`config.mk`:
```
export PLATFORM = sky130hd
export DESIGN_NAME = core_scheduler_flat
export DESIGN_NICKNAME = d
export VERILOG_FILES = /design/src/rtl/gpu_pkg.sv /design/src/rtl/core_scheduler_if.sv /design/src/rtl/core_fetcher.sv /design/src/rtl/core_scheduler.sv /design/src/flat_wrapper.sv
export SDC_FILE = /design/constraint.sdc
export NUM_CORES = 1
export LEC_CHECK = 0
export ABC_AREA = 1
export BUFFER_PORTS_ARGS = -buffer_cell sky130_fd_sc_hd__buf_2
export CORE_MARGIN = 2
export CORE_UTILIZATION = 43
export CTS_CLUSTER_DIAMETER = 60
export DETAILED_ROUTE_END_ITERATION = 12
export PLACE_DENSITY = 0.84
export RECOVER_POWER = 25
export SLEW_MARGIN = 5
export SYNTH_ARGS = -nofsm -noshare
export SYNTH_HDL_FRONTEND = slang
export SYNTH_SLANG_ARGS = --single-unit
```
`constraint.sdc`:
```
create_clock -name clk -period 3.9 [get_ports clk]
set_clock_uncertainty 0.15 [all_clocks]
set_input_delay 0.78 -clock clk [delete_from_list [all_inputs] [get_ports clk]]
set_output_delay 0.78 -clock clk [all_outputs]
set_load 0.03 [all_outputs]
```
`src/rtl/gpu_pkg.sv`:
```
// Encodings and default widths shared between the core scheduler and the units
// that key off core_state (PC/NZP, ALU, LSU).
package gpu_pkg;

  localparam int THREADS_DEFAULT = 4;
  localparam int PC_W_DEFAULT    = 8;
  localparam int INSTR_W_DEFAULT = 16;

  typedef enum logic [2:0] {
    CORE_IDLE    = 3'b000,
    CORE_FETCH   = 3'b001,
    CORE_DECODE  = 3'b010,
    CORE_REQUEST = 3'b011,
    CORE_WAIT    = 3'b100,
    CORE_EXECUTE = 3'b101,
    CORE_UPDATE  = 3'b110,
    CORE_DONE    = 3'b111
  } core_state_e;

  typedef enum logic [1:0] {
    LSU_IDLE       = 2'b00,
    LSU_REQUESTING = 2'b01,
    LSU_WAITING    = 2'b10,
    LSU_DONE       = 2'b11
  } lsu_state_e;

  // An LSU holds the core in WAIT only while its transaction is in flight.
  function automatic logic lsu_busy(input logic [1:0] state);
    return (state == LSU_REQUESTING) || (state == LSU_WAITING);
  endfunction

endpackage

```
`src/rtl/core_scheduler_if.sv`:
```
// Program-memory fetch handshake between a core and its instruction memory.
interface core_scheduler_if #(
  parameter int PC_W    = gpu_pkg::PC_W_DEFAULT,
  parameter int INSTR_W = gpu_pkg::INSTR_W_DEFAULT
);

  logic               mem_read_valid;
  logic [PC_W-1:0]    mem_read_address;
  logic               mem_read_ready;
  logic [INSTR_W-1:0] mem_read_data;

  modport master (
    output mem_read_valid,
    output mem_read_address,
    input  mem_read_ready,
    input  mem_read_data
  );

  modport slave (
    input  mem_read_valid,
    input  mem_read_address,
    output mem_read_ready,
    output mem_read_data
  );

endinterface

```
`src/rtl/core_fetcher.sv`:
```
// FETCH handshake and the shared instruction register; fetch_done pulses on the
// edge that captures the instruction.
module core_fetcher
  import gpu_pkg::*;
#(
  parameter int PC_W    = PC_W_DEFAULT,
  parameter int INSTR_W = INSTR_W_DEFAULT
) (
  input  logic               clk,
  input  logic               reset,
  input  core_state_e        core_state,
  input  logic [PC_W-1:0]    current_pc,
  core_scheduler_if.master   mem,
  output logic [INSTR_W-1:0] instruction,
  output logic               fetch_done
);

  logic               w_fetching;
  logic [INSTR_W-1:0] r_instruction;

  // Decoded straight from the state register so the request never glitches.
  assign w_fetching           = (core_state == CORE_FETCH);
  assign mem.mem_read_valid   = w_fetching;
  assign mem.mem_read_address = current_pc;
  assign fetch_done           = w_fetching && mem.mem_read_ready;

  // NOTE: this is a single architectural register, not a memory array, so it
  // takes a reset value; storage arrays are left unreset to stay in RAM macros.
  always_ff @(posedge clk) begin
    if (reset) begin
      r_instruction <= '0;
    end else if (fetch_done) begin
      r_instruction <= mem.mem_read_data;
    end
  end

  assign instruction = r_instruction;

endmodule

```
`src/rtl/core_scheduler.sv`:
```
// Per-core control FSM: walks each instruction through FETCH..UPDATE, gates on
// active LSUs in WAIT and commits thread 0's next PC.
module core_scheduler
  import gpu_pkg::*;
#(
  parameter int THREADS = THREADS_DEFAULT,
  parameter int PC_W    = PC_W_DEFAULT,
  parameter int INSTR_W = INSTR_W_DEFAULT
) (
  input  logic                      clk,
  input  logic                      reset,
  input  logic                      start,
  input  logic [$clog2(THREADS):0]  thread_count,
  core_scheduler_if.master          mem,
  output logic [INSTR_W-1:0]        instruction,
  input  logic                      decoded_ret,
  input  logic [2*THREADS-1:0]      lsu_state,
  input  logic [PC_W*THREADS-1:0]   next_pc,
  output logic [PC_W-1:0]           current_pc,
  output logic [2:0]                core_state,
  output logic                      done
);

  localparam int TC_W = $clog2(THREADS) + 1;

  core_state_e     r_state, w_state_next;
  logic [PC_W-1:0] r_pc, w_pc_next;
  logic            r_done, w_done_next;
  logic            w_fetch_done;
  logic            w_lsu_busy;

  core_fetcher #(
    .PC_W    (PC_W),
    .INSTR_W (INSTR_W)
  ) u_fetcher (
    .clk         (clk),
    .reset       (reset),
    .core_state  (r_state),
    .current_pc  (r_pc),
    .mem         (mem),
    .instruction (instruction),
    .fetch_done  (w_fetch_done)
  );

  // NOTE: every signal written here gets its default first, so no path through
  // the block can leave a value held and infer a latch.
  always_comb begin
    w_lsu_busy = 1'b0;
    for (int i = 0; i < THREADS; i++) begin
      if ((TC_W'(i) < thread_count) && lsu_busy(lsu_state[2*i +: 2])) begin
        w_lsu_busy = 1'b1;
      end
    end
  end

  always_comb begin
    w_state_next = r_state;
    w_pc_next    = r_pc;
    w_done_next  = r_done;
    case (r_state)
      CORE_IDLE:    if (start) w_state_next = CORE_FETCH;
      CORE_FETCH:   if (w_fetch_done) w_state_next = CORE_DECODE;
      CORE_DECODE:  w_state_next = CORE_REQUEST;
      CORE_REQUEST: w_state_next = CORE_WAIT;
      CORE_WAIT:    if (!w_lsu_busy) w_state_next = CORE_EXECUTE;
      CORE_EXECUTE: w_state_next = CORE_UPDATE;
      CORE_UPDATE: begin
        if (decoded_ret) begin
          w_state_next = CORE_DONE;
          w_done_next  = 1'b1;
        end else begin
          // Divergence is unsupported; thread 0 speaks for the whole core.
          w_pc_next    = next_pc[PC_W-1:0];
          w_state_next = CORE_FETCH;
        end
      end
      CORE_DONE:    w_state_next = CORE_DONE;
      default:      w_state_next = CORE_IDLE;
    endcase
  end

  // NOTE: non-blocking assignments so every register samples pre-edge values,
  // independent of statement order or of other always_ff blocks.
  always_ff @(posedge clk) begin
    if (reset) begin
      r_state <= CORE_IDLE;
      r_pc    <= '0;
      r_done  <= 1'b0;
    end else begin
      r_state <= w_state_next;
      r_pc    <= w_pc_next;
      r_done  <= w_done_next;
    end
  end

  if (THREADS > 1) begin : g_unused
    logic w_unused_next_pc;
    assign w_unused_next_pc = ^next_pc[PC_W*THREADS-1:PC_W];
  end

  assign core_state = r_state;
  assign current_pc = r_pc;
  assign done       = r_done;

endmodule

```
`src/flat_wrapper.sv`:
```
// flat-port wrapper written by rule: the top's interface ports become plain ports
module core_scheduler_flat import gpu_pkg::*;
#(
  parameter int THREADS = THREADS_DEFAULT,
  parameter int PC_W    = PC_W_DEFAULT,
  parameter int INSTR_W = INSTR_W_DEFAULT
)
  (clk, reset, start, thread_count, instruction, decoded_ret, lsu_state, next_pc, current_pc, core_state, done, mem_mem_read_valid, mem_mem_read_address, mem_mem_read_ready, mem_mem_read_data);
  core_scheduler_if #(.PC_W(PC_W), .INSTR_W(INSTR_W)) mem_i ();
  input  logic clk;
  input  logic reset;
  input  logic start;
  input  logic [$clog2(THREADS):0] thread_count;
  output logic [INSTR_W-1:0] instruction;
  input  logic decoded_ret;
  input  logic [2*THREADS-1:0] lsu_state;
  input  logic [PC_W*THREADS-1:0] next_pc;
  output logic [PC_W-1:0] current_pc;
  output logic [2:0] core_state;
  output logic done;
  output wire logic [$bits(mem_i.mem_read_valid)-1:0] mem_mem_read_valid;
  output wire logic [$bits(mem_i.mem_read_address)-1:0] mem_mem_read_address;
  input wire logic [$bits(mem_i.mem_read_ready)-1:0] mem_mem_read_ready;
  input wire logic [$bits(mem_i.mem_read_data)-1:0] mem_mem_read_data;
  assign mem_mem_read_valid = mem_i.mem_read_valid;
  assign mem_mem_read_address = mem_i.mem_read_address;
  assign mem_i.mem_read_ready = mem_mem_read_ready;
  assign mem_i.mem_read_data = mem_mem_read_data;
  core_scheduler #(.THREADS(THREADS), .PC_W(PC_W), .INSTR_W(INSTR_W)) u_core (.clk(clk), .reset(reset), .start(start), .thread_count(thread_count), .mem(mem_i), .instruction(instruction), .decoded_ret(decoded_ret), .lsu_state(lsu_state), .next_pc(next_pc), .current_pc(current_pc), .core_state(core_state), .done(done));
endmodule
```
---- Word level (Yosys, flattened, before mapping) ----
Cells that the tools add are included.
storage, ports and cells
  logic and storage cells ................. 49
  flip-flop bits (word level) ............. 28
cells by class
  equality and inequality tests ........... 18
  reductions and logical operators ........ 13
  bitwise logic cells ..................... 1
  multiplexer cells ....................... 9
  magnitude comparators ................... 4
operators by type and width
  operator              count
  $pmux W3 S8           1
  $eq A3 B3 Y1 const B  4
  $mux W3               4
  $eq A2 B1 Y1 const B  4
  $eq A2 B2 Y1 const B  4
  $eq A3 B2 Y1 const B  2
  $lt A1 B3 Y1 const A  2
  $lt A2 B3 Y1 const A  2
  $ne A2 B2 Y1 const B  3
  $logic_and A1 B1 Y1   5
  $logic_or A1 B1 Y1    4
  $mux W1               4
  $reduce_and A2 Y1     2
  $eq A3 B1 Y1 const B  1
  $logic_not A3 Y1      1
  $reduce_and A3 Y1     1
  $not A1 Y1            1

---- Longest topological paths before layout ----
  word-level depth ........................ 9
  mapped depth ............................ 9
  gate-level depth less buffers ........... 9

---- Hierarchy ----
From an unflattened synthesis, not the netlist that was laid out.
second synthesis, totals
  cell total of the unflattened synthesis .. 215
  area, all modules ....................... 1441.4 sq um
modules (own cells, without submodules)
  module          seq. area each (sq um)  cells an instance  instances  area each (sq um)
  core_fetcher    320.3                   119                1          838.3
  core_scheduler  240.2                   96                 1          603.1

---- Worst setup path before layout ----
OpenSTA, ideal clock, no wires.
  path type ............................... reg2out
  from .................................... register u_core.r_state[0] (netlist: u_core.core_state[0])
  to ...................................... output mem_mem_read_valid
  path slack .............................. 1941 ps
  data arrival time ....................... 1029 ps
  stages on the path, launching flop included .. 4
  buffers on the path ..................... 1
  cells stage by stage .................... dfxtp_1 nand3_4 inv_6 buf_12
between the ends
  word-level cells in the longest chain between the ends .. 1
RTL lines
  what                    line                  RTL
  from (decl)             core_scheduler.sv:26  core_state_e r_state, w_state_next;
  from (signal assigned)  core_scheduler.sv:90  r_state <= w_state_next;
  $eq A3 B1 Y1            core_fetcher.sv:22    assign w_fetching = (core_state == CORE_FETCH);
  to (decl)               flat_wrapper.sv:21    output wire logic [$bits(mem_i.mem_read_valid)-1:0] mem_mem_read_valid;
Every way passes these cells.

---- Worst setup path in the final report ----
Ends and elaborated chain as after synthesis.

==> metrics.yaml <==
cts_buffers: 3
gp_congestion: 0.722
synth_cells: 175
vias_per_cell: 4.58
drtIter0Drc: 36
fin_setup_tns_ns: 0
ctsResizeCount: 0
cp.arrival_ns: 1.39
final_cell_area_um2: 1730
drc_errors: 0
fp.dieH_um: 60.6
initial_core_util_pct: 45.1
startpoint_type: "register"
fin_crit_ns: 2.32
cp_max_fo: 18
synth-edff-count: 0
top_level_ports: 101
synth.area.top_cells: "dfxtp_1 41%, nand2_1 9.0%, nand3_2 7.3%"
relSlewSlack_pct: 32.3
wire_per_inst_um: 10.4
ir_worst_vdd_mv: 0.161
antennaDiodeCount: 0
wl_mm: 2.96
worst_pin_slew_ns: 1.02
clock_latency_ns: 0.32
clock_path_buffers: 2
p_leak_nw: 0.874
syn_to_final_growth_pct: 25.8
status: "finished clean"
finalHoldViolations: 0
htree_levels: 1
clk_pin_slew_ns: 0.15
fin_hold_ws_ns: 0.320
drive_above_1_share_pct: 43.6
ys_seq_elements: 28
track_usage_pct: 15.8
post_dp_cell_area_um2: 1690
hpwl_mm: 2.31
vias: 1305
startpoint: "u_core.core_state[0]"
core_um2: 3050
synthMuxAreaShare_pct: 0
die_w_um: 60.6
async_flop_share_pct: 0
antenna_found_initial: 0
netlist.area_leader.share_pct: 40.7
power.total_w: 0.000742
syn_nets: 239
post-synth-top-area-cell: "dfxtp_1"
synth.distinct_cells: 25
dr.pass1.iters: 4
synth_top_family_by_area: "simple AND/OR/NAND/NOR gates"
drv_cap: 0
std_cell_rows: 20
dieArea_um2: 3670
nets: 306
grt_max_degree: 21
post-cts-setup-buffers: 0
clock_sinks: 28
grt_pass1_wl_mm: 4.46
clockRootBuffer: "clkbuf_4"
synthSimpleGateAreaFrac_pct: 30.2
grt_pass1_vias: 1133
worstSetupEndpointType: "primary output"
power.density_nw_per_um2: 428
seq_area_frac_synth_pct: 40.7
rsz0062_at_grt: "no"
holdBufCountCts: 0
path_class: "reg2out"
yosys_warnings: 0
syn-cell-area_um2: 1380
overflow: 0
synth-compound-area-share_pct: 15.2
max_freq_mhz: 431
hold_start: "u_core.u_fetcher.instruction[2]"
fill_cells: 325
reg2reg_from: "u_core.core_state[0]"
synth-xor-area-share_pct: 0
hold_path.class: "reg2reg"
syn_avg_cell_area_um2: 7.87
synth_fa_ha_area_share_pct: 0
cp.required_ns: 2.97
postRouteAntennaNets: 0
cts_tree: "yes"
synth_ff_type: "dfxtp_1"
io_buffers: 76
finalCritPeriodShare_pct: 59.4
slew_viol_final: 0
setup_violations: 0
-- power breakdown --
| group | switching [W] | total (W) | internal, W |
|---|---|---|---|
| Combinational | 0.000155 | 0.000229 | 0.0000745 |
| Clock | 0.0000820 | 0.000186 | 0.000104 |
| Sequential | 0.0000184 | 0.000327 | 0.000308 |
| Total | 0.000255 | 0.000742 | 0.000487 |
-- stage by stage --
stage                     util (%)  worst slack [ns]  cells
after floorplan                  -              1.94    175
after global placement        55.5              1.95    281
after detailed placement      55.5              1.94    281
after CTS                     57.2              1.57    285
after global routing          56.8              1.52    285
final                         56.8              1.58    285
-- cell families after synthesis --
| kind of cell | after synthesis |
|---|---|
| buf+inv | 32 |
| simple gates | 83 |
| flops | 28 |
| compound gates | 32 |
-- synthesized netlist by cell type, types with 3 or more instances --
cell type,instances
nand2_1,33
dfxtp_1,28
nor2_1,24
inv_1,13
nand3_1,11
a21oi_1,10
nand3_2,10
a21oi_2,9
o21ai_0,9
buf_4,8
inv_2,4
buf_2,3
-- cell usage in the layout (no fill, tap or decap), types with 3 or more instances in the layout --
cell       n
a21oi_2    6
clkbuf_4   3
a21oi_1   13
o21ai_0    9
inv_2      4
dfxtp_1   28
nand3_1   11
nand3_2   10
nor2_1    24
inv_1     13
buf_2     75
nand2_1   33
-- worst max-delay path, cell delays in order, from the launching register on --
cell and delay [ns]:
dfxtp_1 0.52, nand3_4 0.13, inv_6 0.18, buf_2 0.23
-- flip-flops by register name, summed over array words and instances (netlist names) --
| register | cells |
|---|---|
| u_core.core_state | 3 |
| u_core.u_fetcher.instruction | 16 |
| u_core.current_pc | 8 |
| u_core.done | 1 |
-- final timing paths --
path,endpoint,slack (ns),cells after the start
worst min register to register,u_core.u_fetcher.instruction[2],0.32,2
worst min-delay path,u_core.u_fetcher.instruction[2],0.32,2
worst max register to register,u_core.u_fetcher.instruction[12],2.45,5
worst max-delay path,mem_mem_read_valid,1.58,3
-- layer usage --
metal	vias to the layer above	share of wire, %	global-route usage, %
li1	690	-	-
met1	580	41	17.4
met2	33	53	29.8
met3	2	5.0	2.56
met4	0	0.91	6.52
met5	-	0	0
-- final cells by class --
| cell class | instances | area, µm² | area share [%] |
|---|---|---|---|
| clock inverter | 1 | 30.0 | 1.73 |
| tap | 44 | 55.1 | 3.18 |
| timing repair buffer | 76 | 379 | 21.9 |
| multi-input combinational | 115 | 613 | 35.4 |
| sequential | 28 | 561 | 32.3 |
| inverter | 18 | 72.6 | 4.19 |
| clock buffer | 3 | 22.5 | 1.30 |
Power figures use the tool's default switching activity.
